==> config.mk <==
export PLATFORM = sky130hd
export DESIGN_NAME = snake_sprite_row_fetcher
export DESIGN_NICKNAME = d
export VERILOG_FILES = /design/src/rtl/snake_sprite_row_fetcher.sv
export SDC_FILE = /design/constraint.sdc
export NUM_CORES = 1
export LEC_CHECK = 0
export BUFFER_PORTS_ARGS = -buffer_cell sky130_fd_sc_hd__buf_2
export CAP_MARGIN = 15
export CELL_PAD_IN_SITES_DETAIL_PLACEMENT = 1
export CELL_PAD_IN_SITES_GLOBAL_PLACEMENT = 1
export CORE_MARGIN = 10
export CORE_UTILIZATION = 50
export DETAILED_ROUTE_END_ITERATION = 16
export PLACE_DENSITY_LB_ADDON = 0.1
export SLEW_MARGIN = 10
export SYNTH_ARGS = -nofsm -noshare
export SYNTH_HDL_FRONTEND = slang
export SYNTH_SLANG_ARGS = --single-unit
==> constraint.sdc <==
create_clock -name clk -period 2.5 [get_ports clk]
set_input_delay 0.125 -clock clk [delete_from_list [all_inputs] [get_ports clk]]
set_output_delay 0.125 -clock clk [all_outputs]
set_load 0.02 [all_outputs]
==> src/rtl/snake_sprite_row_fetcher.sv <==
// Sprite row fetcher: an Avalon-MM read master that pulls one 16-pixel row out of
// the sprite ROM into one of two ping-pong buffers while the other buffer drains
// as a valid/ready pixel stream. Mirroring is resolved on the address side, so a
// stored row is always already in emission order.
module snake_sprite_row_fetcher #(
    parameter int unsigned ROM_AW = 8,
    parameter int unsigned PIX_W  = 16
) (
    input  logic              clk,
    input  logic              reset_n,
    // Row request
    input  logic              req_valid,
    output logic              req_ready,
    input  logic [3:0]        req_row,
    input  logic              req_mirror,
    // Sprite ROM read port
    output logic [ROM_AW-1:0] rom_address,
    output logic              rom_chipselect,
    output logic              rom_clken,
    input  logic [PIX_W-1:0]  rom_readdata,
    // Pixel stream
    output logic              pix_valid,
    input  logic              pix_ready,
    output logic [PIX_W-1:0]  pix_data,
    output logic              pix_last,
    output logic              busy
);

    typedef enum logic [1:0] {
        StIdle,
        StIssue,
        StWait
    } state_e;

    // Fetch side
    state_e           state_q;
    logic [3:0]       row_q;
    logic             mirror_q;
    logic [3:0]       k_q;
    logic             rom_cs_q;
    logic             wr_sel_q;

    // One-cycle capture pipeline: readdata for slot k arrives the cycle after slot k
    logic             cap_valid_q;
    logic [3:0]       cap_k_q;

    // Drain side
    logic             rd_sel_q;
    logic [3:0]       idx_q;
    logic [1:0]       full_q;
    logic [1:0]       full_d;

    logic [PIX_W-1:0] row_buf_q [2][16];

    logic             accept;
    logic             fill_done;
    logic             drain_step;
    logic             drain_done;

    // Column for issue slot k; mirrored rows walk the ROM backwards
    function automatic logic [3:0] slot_col(input logic mir, input logic [3:0] k);
        return mir ? (4'd15 - k) : k;
    endfunction

    assign accept     = req_valid && req_ready;
    assign fill_done  = (state_q == StWait);
    assign drain_step = pix_valid && pix_ready;
    assign drain_done = drain_step && (idx_q == 4'd15);

    // Request acceptance depends only on registered state, never on req_valid
    always_comb begin
        req_ready = (state_q == StIdle) && !full_q[wr_sel_q];
    end

    // Fetch FSM with registered ROM address and chip select
    always_ff @(posedge clk or negedge reset_n) begin
        if (!reset_n) begin
            state_q     <= StIdle;
            row_q       <= 4'd0;
            mirror_q    <= 1'b0;
            k_q         <= 4'd0;
            rom_address <= '0;
            rom_cs_q    <= 1'b0;
            cap_valid_q <= 1'b0;
            cap_k_q     <= 4'd0;
            wr_sel_q    <= 1'b0;
        end else begin
            cap_valid_q <= 1'b0;
            unique case (state_q)
                StIdle: begin
                    if (accept) begin
                        row_q       <= req_row;
                        mirror_q    <= req_mirror;
                        k_q         <= 4'd0;
                        rom_address <= ROM_AW'({req_row, slot_col(req_mirror, 4'd0)});
                        rom_cs_q    <= 1'b1;
                        state_q     <= StIssue;
                    end
                end
                StIssue: begin
                    // The address for slot k is on the bus this cycle; its data
                    // returns next cycle
                    cap_valid_q <= 1'b1;
                    cap_k_q     <= k_q;
                    if (k_q == 4'd15) begin
                        // Address is left as-is so the bus stays quiet
                        rom_cs_q <= 1'b0;
                        state_q  <= StWait;
                    end else begin
                        k_q         <= k_q + 4'd1;
                        rom_address <= ROM_AW'({row_q, slot_col(mirror_q, k_q + 4'd1)});
                    end
                end
                StWait: begin
                    // Final word is captured on this edge; next fill goes to the
                    // other buffer
                    wr_sel_q <= ~wr_sel_q;
                    state_q  <= StIdle;
                end
                default: begin
                    state_q <= StIdle;
                end
            endcase
        end
    end

    // Write returning ROM words into the buffer being filled, indexed by slot
    always_ff @(posedge clk or negedge reset_n) begin
        if (!reset_n) begin
            for (int b = 0; b < 2; b++) begin
                for (int i = 0; i < 16; i++) begin
                    row_buf_q[b][i] <= '0;
                end
            end
        end else if (cap_valid_q) begin
            row_buf_q[wr_sel_q][cap_k_q] <= rom_readdata;
        end
    end

    // Full flags: fill sets wr_sel, drain clears rd_sel; both may land on one edge
    always_comb begin
        full_d = full_q;
        if (drain_done) begin
            full_d[rd_sel_q] = 1'b0;
        end
        if (fill_done) begin
            full_d[wr_sel_q] = 1'b1;
        end
    end

    // Drain pointer and buffer flags
    always_ff @(posedge clk or negedge reset_n) begin
        if (!reset_n) begin
            full_q   <= 2'b00;
            rd_sel_q <= 1'b0;
            idx_q    <= 4'd0;
        end else begin
            full_q <= full_d;
            if (drain_step) begin
                if (idx_q == 4'd15) begin
                    idx_q    <= 4'd0;
                    rd_sel_q <= ~rd_sel_q;
                end else begin
                    idx_q <= idx_q + 4'd1;
                end
            end
        end
    end

    // Stream outputs come straight from registers, so they hold under backpressure
    always_comb begin
        pix_valid      = full_q[rd_sel_q];
        pix_data       = row_buf_q[rd_sel_q][idx_q];
        pix_last       = pix_valid && (idx_q == 4'd15);
        busy           = (state_q != StIdle) || (|full_q);
        rom_chipselect = rom_cs_q;
        rom_clken      = rom_cs_q;
    end

endmodule
==> metrics.md <==
| Metric | Value |
|---|---|
| Worst VDD drop | 1.23 mV |
| Initial Util | 50.5% |
| Setup crit start kind | register |
| Largest net degree at the start of global routing | 118 |
| Cell-internal power | 24.4 mW |
| Hpwl dp | 42,100 microns |
| Cells after Synth | 1,678 |
| Synth top area cells | dfrtp_1 54%, mux2_2 24%, mux4_2 8.5% |
| Post-DRT Antenna Nets | 0 |
| Initial antenna violation count | 0 |
| Chip height | 245 microns |
| Final Critical Period | 2820 ps |
| Mapped Area | 25,300 sq um |
| # Max-Cap Violations | 0 |
| P per Cell Area | 1250 nW/um^2 |
| Number of core rows | 82 |
| Number of global-route vias before repair | 16,600 |
| Seq/Total Area, Yosys | 53.9% |
| Sequential share of power | 34.9% |
| Power share of the clock group | 23.1% |
| Violated checks | negative setup slack |
| Crit path arrival time | 2700 ps |
| CTS Buf Count | 59 |
| Vias per cell | 5.90 |
| Ys Warns | 0 |
| FMAX | 354 MHz |
| Final setup viols | 16 |
| H-tree depth | 2 |
| Final WL | 68,500 microns |
| Post-synth EDFFs | 0 |
| Fill count | 4,697 |
| Ys flop type | dfrtp_1 |
| Area after DPL | 26,500 sq um |
| Slowest stage delay, CP | 500 ps |
| Worst EP required | 2380 ps |
| Reg2Reg Depth | 5 |
| R2r startpoint | cap_k_q[3] |
| Post-synth top cells | 545 x dfrtp_1, 534 x mux2_2, 96 x mux4_2 |
| Status | finished with violations |
| Yosys cell types | 47 |
| Fin. Hold Viols | 0 |
| P_leak | 13.2 nW |
| Layout cell share with drive strength beyond 1 | 54.9% |
| Gate power share | 42.1% |
| RSZ-0062 raised after global routing | yes |
| CTS tree | done |
| Max transition margin | 51.7% |
| Slowest-stage cell, CP | mux4_2 |
| Power Total | 36.7 mW |
| Routability cong. | 0.749 |
| Most common cell in the netlist | dfrtp_1 |
| Clock transition at the registers of the reported paths | 60 ps |
| Final net count | 1,799 |
| Async set-reset flop share out of synthesis | 100% |
| NetSw | 12.3 mW |
| Share of the synthesized area in the top cell type | 53.9% |
| Final core occ | 58.7% |
| #FFs+latches synth | 545 |
| Max clock buf depth | 3 |
| Min Hold Slack | 18.7 ps |
| Clk sinks | 545 |
| Critical path fanouts, max | 8 |
| CTS root buf | clkbuf_16 |
| Setup ws final | -323 ps |
| Per-cell routed wire length | 27.5 microns |
| Die X | 245 microns |
| Tot GR Track Use | 22.8% |
| Net Sw Frac | 33.5% |
| Clk_lat worst skew | 630 ps |
| Final Max Tran Viols | 0 |
| Worst R2R End | row_buf_q[48] |
| # IOs | 55 |
| Die footprint | 60,000 sq um |
| First-pass GRT wire length | 104,000 microns |
| Via count | 14,700 |
| Critical-path cell list | buf_12 > buf_16 > buf_12 > mux4_2 > nand2_2 > o211ai_1 > a2bb2oi_4 > buf_6 |
| Area leader, netlist | dfrtp_1 |
| Number of I/O port buffers | 54 |
| Cell area after layout | 29,400 sq um |
| Hold/Removal Path Class | in2async |
| Critical Path Sink Type | output pin |
| Grt ovf | 0 |
| Total core area | 50,100 sq um |
| Final Skew | 23.2 ps |
| Area Growth Syn to Fin | 16.3% |
| R2R setup slack | 160 ps |
| Pre-antenna DRT Iters | 4 |
| Residual DRC | 0 |
| Kind of critical path | reg2out |
| Sum of negative setup slack | -4470 ps |
| Syn_nets | 1,705 |
| Final period utilization | 113% |
| Avg Synthesized Cell Area | 15.1 sq um |
| Worst path most repeated cell | buf_12 |
| Worst-Margin Slew | 724 ps |
| Initial DRC Count | 766 |
==> final cells by class <==
class / count / area (sq um) / share of cell area, %
sequential: 545 / 13600 / 46.4
multi-input combinational: 981 / 11100 / 37.7
timing repair buffer: 181 / 1940 / 6.60
clock buffer: 89 / 1750 / 5.95
tap: 672 / 841 / 2.86
clock inverter: 16 / 119 / 0.404
inverter: 4 / 15.0 / 0.0511
antenna: 1 / 2.50 / 0.00851
==> sequential cells by signal, summed over array words and instances (netlist names) <==
register        cells
mirror_q            1
wr_sel_q            1
rom_chipselect      1
k_q                 4
cap_k_q             4
rd_sel_q            1
idx_q               4
row_q               4
cap_valid_q         1
row_buf_q         512
full_q              2
state_q             2
rom_address         8
==> cells by family (layout without fill, tap and decap cells) <==
| logic type | Yosys count | count (layout) | synth area share, % |
|---|---|---|---|
| flip-flops | 545 | 545 | 53.9 |
| multiplexers | 717 | 717 | 35.8 |
| other | 0 | 1 | 0 |
| XOR/XNOR | 9 | 9 | 0.312 |
| AND/OR/NAND/NOR | 148 | 148 | 3.46 |
| AO/OA/AOI/OAI | 105 | 105 | 2.77 |
| adder cells (fa/ha/maj) | 2 | 2 | 0.0989 |
| buffers and inverters | 152 | 290 | 3.65 |
==> power by group through the flow <==
stage	Clock [mW]	Sequential, mW	Combinational, mW
finish	8.47	12.8	15.4
global route	9.05	13.1	16.4
CTS	8.66	12.8	14.7
detailed placement	0	12.9	13.0
global placement	0	12.8	12.7
floorplan	0	12.3	9.45
==> how the worst max path moves through the flow <==
stage,startpoint,endpoint,slack [ps],cells after the start
after CTS,rd_sel_q,pix_data[12],-380,7
after floorplan,wr_sel_q,row_buf_q[389],680,7
after global placement,rd_sel_q,pix_data[2],160,7
after global routing,rd_sel_q,pix_data[0],-370,8
final,rd_sel_q,pix_data[0],-320,8
after detailed placement,rd_sel_q,pix_data[2],130,7
==> routing by layer <==
layer / global-route usage, % / routed length (microns)
met4: 6.68 / 1430
met3: 3.24 / 2230
met5: 0 / 0
met2: 39.1 / 34800
met1: 29.7 / 30000
==> repair_timing <==
item / in CTS / in global routing
gates cloned: 6 / 6
setup endpoints to repair: 16 / 17
buffers inserted: 13 / 6
hold buffers: 8 / 0
gates resized for setup: 72 / 43
pin swaps: 7 / 11
endpoints found under the hold margin: 305 / 0
==> critical path, delay by kind of cell (launching register included) <==
family	cells	cell delay, ps
and+or+nand+nor	1	70
muxes	1	500
AOI/OAI and AO/OA	2	410
buffers and inverters	4	620
DFF	1	450
==> cell usage in the layout (no fill, tap or decap), types with 6 or more instances in the layout <==
cell type / n
dfrtp_1: 542
mux2_2: 532
mux4_2: 96
buf_4: 77
mux2i_1: 76
clkbuf_16: 65
nand2_1: 46
buf_2: 37
buf_12: 25
a21oi_1: 22
nor2_1: 20
buf_6: 18
o211ai_1: 16
o21ai_0: 16
clkbuf_8: 16
o221ai_1: 15
clkbuf_1: 14
nor2_2: 13
a21oi_2: 13
nand2_2: 13
a2bb2oi_2: 11
clkinv_2: 11
or2_2: 8
or2_4: 8
dlygate4sd3_1: 8
nand3_1: 6
mux2i_4: 6
buf_16: 6
==> per-stage QoR <==
stage                     setup slack [ps]  instances
final                                 -323       2489
after global routing                  -371       2488
after CTS                             -377       2478
after detailed placement               134       2346
after global placement                 156       2346
after floorplan                        682       1678
Power figures use the tool's default switching activity.
